--- src/rtl/pipe_skid_reg_if.sv ---
// Valid/ready handshake bundle for both sides of a pipe_skid_reg stage.
// The slave modport is the stage's own view of the bundle.
interface pipe_skid_reg_if #(
  parameter int unsigned DATA_W = 32
) ();
  logic              in_valid;
  logic              in_ready;
  logic [DATA_W-1:0] in_data;
  logic              out_valid;
  logic              out_ready;
  logic [DATA_W-1:0] out_data;

  modport slave (
    input  in_valid, in_data, out_ready,
    output in_ready, out_valid, out_data
  );

  modport master (
    output in_valid, in_data, out_ready,
    input  in_ready, out_valid, out_data
  );
endinterface

--- src/rtl/pipe_skid_reg.sv ---
// Handshaked pipeline-stage register with a 2-entry skid buffer, flush,
// an occupancy report and a saturating stall counter.
module pipe_skid_reg #(
  parameter int unsigned       DATA_W     = 32,
  parameter int unsigned       CNT_W      = 16,
  parameter logic [DATA_W-1:0] RESET_DATA = '0
) (
  input  logic              CLK,
  input  logic              nRST,
  pipe_skid_reg_if.slave    bus,
  input  logic              flush,
  input  logic              stat_clr,
  output logic [1:0]        occupancy,
  output logic [CNT_W-1:0]  stall_cnt
);

  typedef enum logic [1:0] {StEmpty, StHalf, StFull} state_e;

  state_e             state_q, state_d;
  logic [DATA_W-1:0]  main_q, main_d;
  logic [DATA_W-1:0]  skid_q, skid_d;
  logic [CNT_W-1:0]   cnt_q, cnt_d;
  logic               accept, emit;

  // Handshake outputs decode the state flops only; out_ready never reaches in_ready.
  assign bus.in_ready  = (state_q != StFull);
  assign bus.out_valid = (state_q != StEmpty);
  assign bus.out_data  = main_q;
  assign stall_cnt     = cnt_q;

  assign accept = bus.in_valid & bus.in_ready;
  assign emit   = bus.out_valid & bus.out_ready;

  always_comb begin
    occupancy = 2'd0;
    unique case (state_q)
      StHalf:  occupancy = 2'd1;
      StFull:  occupancy = 2'd2;
      default: occupancy = 2'd0;
    endcase
  end

  always_comb begin
    state_d = state_q;
    main_d  = main_q;
    skid_d  = skid_q;
    if (flush) begin
      state_d = StEmpty;
      main_d  = RESET_DATA;
      skid_d  = RESET_DATA;
    end else begin
      case (state_q)
        StEmpty: begin
          if (accept) begin
            state_d = StHalf;
            main_d  = bus.in_data;
          end
        end
        StHalf: begin
          case ({accept, emit})
            2'b11: main_d = bus.in_data;
            2'b10: begin
              state_d = StFull;
              skid_d  = bus.in_data;
            end
            2'b01:   state_d = StEmpty;
            default: state_d = StHalf;
          endcase
        end
        StFull: begin
          // Skid only drains through main, preserving FIFO order.
          if (emit) begin
            state_d = StHalf;
            main_d  = skid_q;
          end
        end
        default: state_d = StEmpty;
      endcase
    end
  end

  always_comb begin
    cnt_d = cnt_q;
    if (stat_clr) begin
      cnt_d = '0;
    end else if (bus.out_valid && !bus.out_ready && (cnt_q != '1)) begin
      cnt_d = cnt_q + CNT_W'(1);
    end
  end

  always_ff @(posedge CLK or negedge nRST) begin
    if (!nRST) begin
      state_q <= StEmpty;
      main_q  <= RESET_DATA;
      skid_q  <= RESET_DATA;
      cnt_q   <= '0;
    end else begin
      state_q <= state_d;
      main_q  <= main_d;
      skid_q  <= skid_d;
      cnt_q   <= cnt_d;
    end
  end

endmodule

--- src/flat_wrapper.sv ---
// flat-port wrapper written by rule: the top's interface ports become plain ports
module pipe_skid_reg_flat 
#(
  parameter int unsigned       DATA_W     = 32,
  parameter int unsigned       CNT_W      = 16,
  parameter logic [DATA_W-1:0] RESET_DATA = '0
)
  (CLK, nRST, flush, stat_clr, occupancy, stall_cnt, bus_in_valid, bus_in_data, bus_out_ready, bus_in_ready, bus_out_valid, bus_out_data);
  pipe_skid_reg_if #(.DATA_W(DATA_W)) bus_i ();
  input  logic CLK;
  input  logic nRST;
  input  logic flush;
  input  logic stat_clr;
  output logic [1:0] occupancy;
  output logic [CNT_W-1:0] stall_cnt;
  input wire logic [$bits(bus_i.in_valid)-1:0] bus_in_valid;
  input wire logic [$bits(bus_i.in_data)-1:0] bus_in_data;
  input wire logic [$bits(bus_i.out_ready)-1:0] bus_out_ready;
  output wire logic [$bits(bus_i.in_ready)-1:0] bus_in_ready;
  output wire logic [$bits(bus_i.out_valid)-1:0] bus_out_valid;
  output wire logic [$bits(bus_i.out_data)-1:0] bus_out_data;
  assign bus_i.in_valid = bus_in_valid;
  assign bus_i.in_data = bus_in_data;
  assign bus_i.out_ready = bus_out_ready;
  assign bus_in_ready = bus_i.in_ready;
  assign bus_out_valid = bus_i.out_valid;
  assign bus_out_data = bus_i.out_data;
  pipe_skid_reg #(.DATA_W(DATA_W), .CNT_W(CNT_W), .RESET_DATA(RESET_DATA)) u_core (.CLK(CLK), .nRST(nRST), .bus(bus_i), .flush(flush), .stat_clr(stat_clr), .occupancy(occupancy), .stall_cnt(stall_cnt));
endmodule
--- config.mk ---
export PLATFORM = sky130hd
export DESIGN_NAME = pipe_skid_reg_flat
export DESIGN_NICKNAME = d
export VERILOG_FILES = /design/src/rtl/pipe_skid_reg_if.sv /design/src/rtl/pipe_skid_reg.sv /design/src/flat_wrapper.sv
export SDC_FILE = /design/constraint.sdc
export NUM_CORES = 1
export LEC_CHECK = 0
export ABC_AREA = 1
export CAP_MARGIN = 15
export CORE_MARGIN = 4
export CORE_UTILIZATION = 44
export DETAILED_ROUTE_END_ITERATION = 7
export PLACE_DENSITY_LB_ADDON = 0.1
export SYNTH_ARGS = -nofsm -noshare
export SYNTH_HDL_FRONTEND = slang
export SYNTH_SLANG_ARGS = --single-unit
--- constraint.sdc ---
create_clock -name CLK -period 2.7 [get_ports CLK]
set_clock_uncertainty 0.1 [all_clocks]
set_input_delay 0.27 -clock CLK [delete_from_list [all_inputs] [get_ports CLK]]
set_output_delay 0.27 -clock CLK [all_outputs]
set_load 0.02 [all_outputs]
==> results of run 1 <==
==> registers in the layout, summed over array words and instances (netlist names) <==
register             flops
u_core.bus.out_data     32
u_core.skid_q           32
u_core.stall_cnt        16
u_core.state_q           2
==> worst max-delay path by stage <==
stage	start	endpoint	slack, ns	cells after the start
2_1_floorplan	u_core.state_q[0]	u_core.skid_q[21]	0.43	9
3_3_place_gp	flush	u_core.bus.out_data[1]	0.47	7
3_5_place_dp	flush	u_core.bus.out_data[16]	0.39	7
4_1_cts	u_core.state_q[1]	bus_in_ready	0.32	4
5_1_grt	u_core.state_q[1]	bus_in_ready	0.15	4
6_report	u_core.state_q[1]	bus_in_ready	0.31	4
==> final cells by class <==
| cell class | instances | area [µm²] |
|---|---|---|
| sequential | 82 | 2050 |
| timing repair buffer | 105 | 1020 |
| clock buffer | 11 | 141 |
| multi-input combinational | 397 | 1870 |
| clock inverter | 3 | 65.1 |
| fill | 871 | 3870 |
| inverter | 37 | 141 |
| tap | 129 | 161 |
==> power groups by stage <==
stage	Sequential (mW)	Clock, mW	Combinational [mW]
CTS	1.42	0.983	0.816
finish	1.42	0.952	0.810
floorplan	1.53	0	0.349
global placement	1.44	0	0.800
global route	1.43	1.03	0.887
detailed placement	1.44	0	0.813
==> critical path: stages (launching register included) <==
cell and delay, ns:
dfrtp_1 0.39, inv_1 0.13, nor2_4 0.39, clkinv_1 0.20, clkdlybuf4s50_1 0.59
==> logic make-up (layout without fill, tap and decap cells) <==
family	after synthesis	count (layout)	share of synthesized area
AOI/OAI and AO/OA	75	75	0.0930
xor gates and xnor gates	3	3	0.00620
adders and majority gates	4	4	0.0118
buffers and inverters	70	156	0.0744
DFF	82	82	0.484
and+or+nand+nor	315	315	0.331
==> metal layers <==
layer	global-route usage	part of all wire
met3	0.0480	0.062
met1	0.278	0.49
met2	0.310	0.44
met4	0.0426	0.0080
met5	0	0
==> cell usage in the layout (no fill, tap or decap), drive strengths merged <==
| master | Yosys | routed |
|---|---|---|
| a21oi | 20 | 20 |
| and2 | 1 | 1 |
| buf | 15 | 16 |
| bufinv | 0 | 2 |
| clkbuf | 18 | 11 |
| clkdlybuf4s50 | 0 | 88 |
| clkinv | 3 | 4 |
| dfrtp | 82 | 82 |
| dlygate4sd3 | 0 | 1 |
| ha | 4 | 4 |
| inv | 34 | 34 |
| nand2 | 146 | 146 |
| nand3 | 99 | 99 |
| nand4 | 11 | 11 |
| nor2 | 57 | 57 |
| o211ai | 1 | 1 |
| o21ai | 52 | 52 |
| o21bai | 2 | 2 |
| or2 | 1 | 1 |
| xor2 | 3 | 3 |
==> repair_timing <==
action,4_1_cts,5_1_grt
hold endpoints to repair,33,0
setup endpoints to repair,0,0
hold buffers,1,0
==> stage by stage <==
step	instance area [µm²]	utilization	setup slack (ns)	std cells
final	5460	0.585	0.312	764
after floorplan	4240	-	0.430	549
after global routing	5460	0.585	0.150	764
after detailed placement	5240	0.562	0.395	749
after global placement	5240	0.562	0.474	749
after CTS	5460	0.585	0.325	764
==> impl_results.md, run 1 <==
- Post-synth EDFFs: 0
- Synth Flop Type: dfrtp_1
- Sequential Power Share: 0.446
- Buffers on Ports: a little under 90
- Largest net degree at the start of global routing: 50
- Diodes inserted: 0
- Crit path arrival time: 2.02 ns
- Synth warn: 0
- Initial antenna violation count: 0
- CTS sink count: 82
- Final period utilization: 0.885
- Top cells by count, synth: nand2_1, nand3_1, dfrtp_1, nor2_1, o21ai_0
- Initial drt markers: approximately 240
- PwrDens: slightly below 600 nW/µm²
- Max VDD drop: approximately 0.00030 V
- Worst r2r path cells: 9
- Count leader, synth: nand2_1
- Netlist cell types: 27
- Slew Limit Fails: 0
- Die area: approximately 11,000 µm²
- Cell taking the most area after synthesis: dfrtp_1
- # DRC: 0
- Reg2reg start: u_core.state_q[1]
- Final min period: between 2 and 2.5 ns
- Synthesized area per cell: 7.72 µm²
- IO Pins: 90
- Largest cells by area after synthesis: dfrtp_1, nand2_1, nand3_1
- Switching power: between 0.9 and 1 mW
- R2R Setup Slk: between 0.4 and 0.5 ns
- Worst Setup End Kind: output pin
- Req. time, crit path: about 2.3 ns
- Type of element launching the critical path: register
- Global-route wire length before repair: approximately 18,000 µm
- Mapped Cells: roughly 550
- WL/cell: 14.2 µm
- Routability cong.: between 0.8 and 0.9
- Htree depth: 3
- Register area share after synthesis: 0.484
- Worst Hold Class: input pin to async pin
- Leak Pwr: approximately 2.6 nW
- Layout cell share with drive strength beyond 1: 0.0803
- CTS tree: done
- Final hold violation count: 0
- Max Cap Viol: 0
- Clock-pin slew on the worst setup and hold paths: 0.08 ns
- Total power draw: ~3.2 mW
- Sw Ratio: 0.306
- Die X: 106 µm
- Post-CTS resize count: 0
- WHS: about 0.32 ns
- Internal Power: ~2.2 mW
- Vias per Instance: between 5 and 6
- Crit path kind: register to output pin
- Worst slew margin: 0.653
- # rows: 35
- Maximum clock path buffer count: 2
- Crit path max fanout: 20
- Setup-failing EPs final: 0
- Total negative setup slack: 0 ns
- GRT Util Overall: 0.197
- Slew @ Worst Pin: 0.519 ns
- Die H: between 100 and 150 µm
- Post-Syn Nets: ~590
- RSZ-0062 raised after global routing: false
- Routed WL: 10,800 µm
- Synth top area share: 0.484
- Num CTS Buffers: 9
- Critical R2R Capture: u_core.bus.out_data[1]
- Worst skew pair latency: between 0.3 and 0.4 ns
- Final #Nets: ~670
- Starting density of the core: 0.454
- Clock power frac: 0.299
- Pre-Repair DR Iteration Count: 4
- HPWL Detailed: ~7500 µm
- Number of global-route vias before repair: 3,779
- Root Buffer: clkbuf_8
- Async S/R FF share, synth: 1.00
- Core footprint: between 9000 and 10,000 µm²
- Outcome: finished, final reports clean
- Layout area overhead: 28.7%
- Synth Register Bits: just over 80
- Grt ovf: 0
- Antenna-violating nets left: 0
- Max Fclk: around 420 MHz
- Vias: about 4,000
- Post-CTS setup buffer count: 0
- Combinational power share: 0.255
- Synthesized area: between 4000 and 5000 µm²
(Power assumes the default switching activity.)
==> inputs of run 2 (changes only) <==
--- a/config.mk
+++ b/config.mk
@@ -10,6 +10,7 @@
 export CORE_MARGIN = 4
 export CORE_UTILIZATION = 44
 export DETAILED_ROUTE_END_ITERATION = 7
+export MAX_ROUTING_LAYER = met4
 export PLACE_DENSITY_LB_ADDON = 0.1
 export SYNTH_ARGS = -nofsm -noshare
 export SYNTH_HDL_FRONTEND = slang
==> constraint.sdc (replaced) <==
create_clock -name CLK -period 2.7 [get_ports CLK]
set_clock_uncertainty 0.1 [all_clocks]
set_input_delay 0.675 -clock CLK [delete_from_list [all_inputs] [get_ports CLK]]
set_output_delay 0.675 -clock CLK [all_outputs]
set_load 0.02 [all_outputs]
==> impl_results.md, run 2 (synthesis results as in run 1) <==
- Critical R2R Capture: u_core.bus.out_data[16]
- WL/cell: 14.4 µm (+1.5%)
- Non-filler cells in the finished layout: 766 (+0.26%)
- Sequential Power Share: 0.438 (-0.008)
- Req. time, crit path: 1.92 ns (-0.41 ns)
- Antenna-violating nets left: 0 (unchanged)
- Leak Pwr: 2.62 nW (+0.51%)
- # rows: 35 (unchanged)
- WHS: 0.209 ns (-0.111 ns)
- Hold_buf cts: 0 (-1)
- Crit path arrival time: 1.77 ns (-0.25 ns)
- Reg2reg start: u_core.state_q[1]
- Filler Cell Count: 870 (-0.11%)
- Slowest stage delay, CP: 0.56 ns (-0.03 ns)
- Routability cong.: 0.884 (+2.3%)
- IO Pins: 90 (unchanged)
- Worst r2r path cells: 10 (+1)
- Worst slew margin: 0.621 (-0.0318)
- CP bufs+invs: 3 (unchanged)
- Setup-failing EPs final: 0 (unchanged)
- Htree depth: 3 (unchanged)
- Total negative setup slack: 0 ns (unchanged)
- CTS sink count: 82 (unchanged)
- Commonest non-fill, non-tap cell in the layout: nand2_1
- Max Fclk: 393 MHz (-6.0%)
- Largest net degree at the start of global routing: 43 (-14%)
- Outcome: finished, final reports clean
- Kind of cell adding the most delay to the critical path: buffers and inverters
- Combinational power share: 0.253 (-0.002)
- Diodes inserted: 0 (unchanged)
- Initial antenna violation count: 0 (unchanged)
- Crit path cell chain: inv_1 -> nor2_4 -> clkinv_1 -> clkdlybuf4s50_1
- Final min period: 2.54 ns (+0.153 ns)
- Pre-Repair DR Iteration Count: 5 (+1)
- Slew @ Worst Pin: 0.568 ns (+0.0490 ns)
- Placed Area: 5270 µm² (+0.53%)
- Post-CTS setup buffer count: 0 (unchanged)
- HPWL Detailed: 7530 µm (+0.92%)
- GRT Util Overall: 0.208 (+0.0102)
- Max VDD drop: 0.000272 V (-10%)
- Root Buffer: clkbuf_8
- Layout area overhead: 29.4%
- Placed Instances: 751 (+0.27%)
- CTS tree: done
- Starting density of the core: 0.454 (unchanged)
- Post-CTS resize count: 0 (unchanged)
- Type of element launching the critical path: register
- # DRC: 0 (unchanged)
- Worst skew pair latency: 0.34 ns (about the same)
- Vias: 3,931 (-0.83%)
- Maximum clock path buffer count: 2 (unchanged)
- Worst Hold Class: input pin to async pin
- Buffers on Ports: 89 (unchanged)
- Initial drt markers: 168 (-31%)
- Grt ovf: 0 (unchanged)
- Layout cell share with drive strength beyond 1: 0.0832 (+0.00289)
- Die H: 106 µm (unchanged)
- Slowest cell on crit path: clkdlybuf4s50_1
- Most frequent cells in the layout: nand2_1, nand3_1, clkdlybuf4s50_1
- Sw Ratio: 0.305 (-0.000783)
- Switching power: 0.985 mW (+1.4%)
- RSZ-0062 raised after global routing: false
- Slew Limit Fails: 0 (unchanged)
- R2R Setup Slk: 0.45 ns (about the same)
- Layout Utilization: 0.588 (+0.00322)
- Routed WL: 11,000 µm (+1.8%)
- Worst Setup End Kind: output pin
- Internal Power: 2.25 mW (+1.8%)
- Final hold violation count: 0 (unchanged)
- Crit path max fanout: 5 (-75%)
- Crit path kind: register to output pin
- Clock power frac: 0.308 (+0.009)
- Die X: 106 µm (unchanged)
- Clock-pin slew on the worst setup and hold paths: 0.08 ns (about the same)
- Die area: 11,300 µm² (unchanged)
- Core footprint: 9330 µm² (unchanged)
- Post-route cell area: 5490 µm² (+0.55%)
- Max Cap Viol: 0 (unchanged)
- PwrDens: 589 nW/µm² (+1.1%)
- Final #Nets: 675 (+0.15%)
- Final period utilization: 0.941 (+0.0566)
- Num CTS Buffers: 9 (unchanged)
- Number of global-route vias before repair: 3,722 (-1.5%)
- Vias per Instance: 5.13 (-1.1%)
- Global-route wire length before repair: 18,600 µm (+1.7%)
[run 2: cell types whose count changed in the layout (fill, tap and decap cells not counted), sizes merged]
cell | before | now
buf | 16 | 18
clkinv | 4 | 3
dlygate4sd3 | 1 | 0
clkbuf | 11 | 13
[run 2: worst max-delay path by stage]
stage	cells past startpoint	startpoint	to	slack [ns]
after floorplan	9	u_core.state_q[0]	u_core.skid_q[21]	0.43
after global placement	9	bus_in_valid	u_core.bus.out_data[21]	0.25
after detailed placement	9	bus_in_valid	u_core.bus.out_data[16]	0.16
after CTS	4	u_core.state_q[1]	bus_in_ready	0.14
after global routing	4	u_core.state_q[1]	bus_in_ready	0.05
final	4	u_core.state_q[1]	bus_in_ready	0.16
[run 2: layout make-up]
cell class / count / area [µm²] / share of cell area
timing repair buffer: 106 / 1040 / 0.190
multi-input combinational: 397 / 1870 / 0.341
inverter: 37 / 141 / 0.0258
sequential: 82 / 2050 / 0.374
clock buffer: 13 / 159 / 0.0290
clock inverter: 2 / 60.1 / 0.0109
tap: 129 / 161 / 0.0294
[run 2: per-stage QoR]
step | power, mW | worst slack, ns
finish | 3.23 | 0.159
global route | 3.39 | 0.0460
CTS | 3.26 | 0.142
detailed placement | 2.27 | 0.162
global placement | 2.25 | 0.246
floorplan | 1.88 | 0.430
[run 2: power by group through the flow]
stage	combinational, mW	sequential (mW)	clock, mW
2_1_floorplan	0.349	1.53	0
3_3_place_gp	0.813	1.44	0
3_5_place_dp	0.826	1.44	0
4_1_cts	0.830	1.42	1.01
5_1_grt	0.893	1.43	1.07
6_report	0.820	1.42	0.997
[run 2: per-layer routing]
layer / up-vias / track usage / part of all wire
met4: 0 / 0.0527 / 0.013
met2: 116 / 0.318 / 0.46
met5: - / - / 0
met1: 1839 / 0.284 / 0.47
li1: 1963 / - / -
met3: 13 / 0.0425 / 0.059
[run 2: worst register-to-register path, delay by kind of cell, from the launching register on]
| kind | cells | cell delay (ns) |
|---|---|---|
| adders and majority gates | 1 | 0.21 |
| buffers and inverters | 2 | 0.39 |
| DFF | 1 | 0.40 |
| and+or+nand+nor | 7 | 1.08 |
==> inputs of run 3 (changes only) <==
--- a/config.mk
+++ b/config.mk
@@ -9,6 +9,7 @@
 export CAP_MARGIN = 15
 export CORE_MARGIN = 4
 export CORE_UTILIZATION = 44
+export CTS_CLUSTER_DIAMETER = 200
 export DETAILED_ROUTE_END_ITERATION = 7
 export MAX_ROUTING_LAYER = met4
 export PLACE_DENSITY_LB_ADDON = 0.1
==> constraint.sdc (replaced) <==
create_clock -name CLK -period 2.1 [get_ports CLK]
set_clock_uncertainty 0.1 [all_clocks]
set_input_delay 0.525 -clock CLK [delete_from_list [all_inputs] [get_ports CLK]]
set_output_delay 0.525 -clock CLK [all_outputs]
set_load 0.02 [all_outputs]
==> impl_results.md, run 3 (synthesis results as in run 1) <==
- Most frequent cells in the layout: nand2_1, nand3_1, dfrtp_1
- Slowest stage delay, CP: 0.39 ns (-0.17 ns)
- Switching power: 1.31 mW (+33%)
- Num CTS Buffers: 9 (unchanged)
- Crit path arrival time: 1.41 ns (-0.36 ns)
- Combinational power share: 0.267 (+0.014)
- Max Cap Viol: 0 (unchanged)
- Crit path cell chain: inv_2 -> nor2_4 -> clkinv_1 -> clkdlybuf4s15_2
- Final min period: just over 2 ns
- Setup crit end: bus_in_ready
- Die X: 106 µm (unchanged)
- Clock-pin slew on the worst setup and hold paths: 0.08 ns (about the same)
- Layout area overhead: 33.6%
- Max VDD drop: 0.000507 V (+86%)
- Die area: 11,300 µm² (unchanged)
- Maximum clock path buffer count: 2 (unchanged)
- Pre-Repair DR Iteration Count: 4 (-1)
- Grt ovf: 0 (unchanged)
- Largest net degree at the start of global routing: 83 (+93%)
- Sequential Power Share: 0.438 (about the same)
- Root Buffer: clkbuf_8
- Number of global-route vias before repair: 3,862 (+3.8%)
- Antenna-violating nets left: 0 (unchanged)
- Setup-failing EPs final: 0 (unchanged)
- Reg2reg start: u_core.state_q[1]
- Final #Nets: 693 (+2.7%)
- Die H: 106 µm (unchanged)
- Worst Setup End Kind: output pin
- WL/cell: 14.2 µm (-1.1%)
- Sw Ratio: 0.315 (+0.0101)
- R2R Setup Slk: 0.16 ns (-0.29 ns)
- Buffers on Ports: 89 (unchanged)
- Routability cong.: 0.894 (+1.2%)
- Vias: 4,015 (+2.1%)
- Worst skew pair latency: 0.34 ns (about the same)
- HPWL Detailed: 7640 µm (+1.5%)
- Final period utilization: 0.968
- Routed WL: 11,200 µm (+1.3%)
- Leak Pwr: 2.92 nW (+11%)
- Outcome: finished, final reports clean
- Crit path kind: register to output pin
- RSZ-0062 raised after global routing: false
- # rows: 35 (unchanged)
- Starting density of the core: 0.454 (unchanged)
- CP startpoint: u_core.state_q[1]
- Slew @ Worst Pin: 0.457 ns (-0.111 ns)
- Hold_buf cts: 0 (unchanged)
- Critical R2R Capture: u_core.skid_q[19]
- Worst slew margin: 0.696 (+0.0743)
- GRT Util Overall: 0.209 (+0.00117)
- # DRC: 0 (unchanged)
- Initial antenna violation count: 0 (unchanged)
- Vias per Instance: 5.11 (-0.34%)
- Initial drt markers: 201 (+20%)
- Internal Power: 2.84 mW (+26%)
- Clock power frac: 0.294 (-0.014)
- Type of element launching the critical path: register
- CTS sink count: 82 (unchanged)
- Worst Hold Class: input pin to async pin
- Commonest non-fill, non-tap cell in the layout: nand2_1
- Layout cell share with drive strength beyond 1: 0.123 (+0.0403)
- Total power draw: 4.15 mW (+28%)
- Req. time, crit path: 1.47 ns (-0.45 ns)
- PwrDens: 733 nW/µm² (+24%)
- Diodes inserted: 0 (unchanged)
- IO Pins: 90 (unchanged)
- CTS tree: done
- Crit path max fanout: 5 (unchanged)
- Max Fclk: 492 MHz
- Total negative setup slack: 0 ns (unchanged)
- Slowest cell on crit path: dfrtp_1
- Htree depth: 3 (unchanged)
- Final hold violation count: 0 (unchanged)
- Global-route wire length before repair: 18,700 µm (+0.93%)
- Slew Limit Fails: 0 (unchanged)
- Core footprint: 9330 µm² (unchanged)
- Worst r2r path cells: 10 (unchanged)
-- run 3: how the worst min path moves through the flow --
| stage | slack, ns | cells past startpoint | endpoint |
|---|---|---|---|
| finish | 0.08 | 2 | u_core.stall_cnt[15] |
| global placement | 0.36 | 2 | u_core.bus.out_data[15] |
| detailed placement | 0.36 | 2 | u_core.bus.out_data[21] |
| CTS | 0.11 | 2 | u_core.stall_cnt[14] |
| global route | 0.12 | 2 | u_core.stall_cnt[15] |
| floorplan | 0.13 | 0 | u_core.bus.out_data[0] |
-- run 3: critical path, delay by kind of cell (launching register included) --
| family | cells | cell delay (ns) |
|---|---|---|
| and+or+nand+nor | 1 | 0.18 |
| DFF | 1 | 0.39 |
| buffers and inverters | 3 | 0.49 |
-- run 3: cell type report --
cell class              instances  area (µm²)
fillers                       865        3670
clock inverters                 4        48.8
inverters                      37         141
well taps                     129         161
clock buffers                  12         165
multi-input cells             397        1900
repair buffers                124        1190
flip-flops and latches         82        2050
-- run 3: timing repair --
item,in CTS,in global routing
hold endpoints to repair,0,0
setup buffers,2,3
pin swaps,1,1
gates resized for setup,9,22
setup endpoints to repair,6,76
-- run 3: per-layer routing --
metal  share of wire  GRT usage
met3           0.050     0.0443
met1            0.46      0.279
met2            0.48      0.327
met5               0          -
met4           0.015     0.0509
-- run 3: power by group through the flow --
stage / Combinational, mW / Clock, mW / Sequential, mW
after global placement: 1.08 / 0 / 1.85
after detailed placement: 1.10 / 0 / 1.85
after CTS: 1.11 / 1.26 / 1.82
after global routing: 1.21 / 1.33 / 1.84
final: 1.11 / 1.22 / 1.82
after floorplan: 0.450 / 0 / 1.97
-- run 3: metrics by stage --
step,instances,hold slack (ns),instance area (µm²),worst slack (ns),utilization
floorplan,549,0.129,4240,0.0311,-
global placement,765,0.358,5380,-0.153,0.576
detailed placement,765,0.357,5380,-0.222,0.576
CTS,783,0.111,5610,-0.0875,0.601
global route,785,0.122,5660,0.00146,0.607
finish,785,0.0759,5660,0.0676,0.607
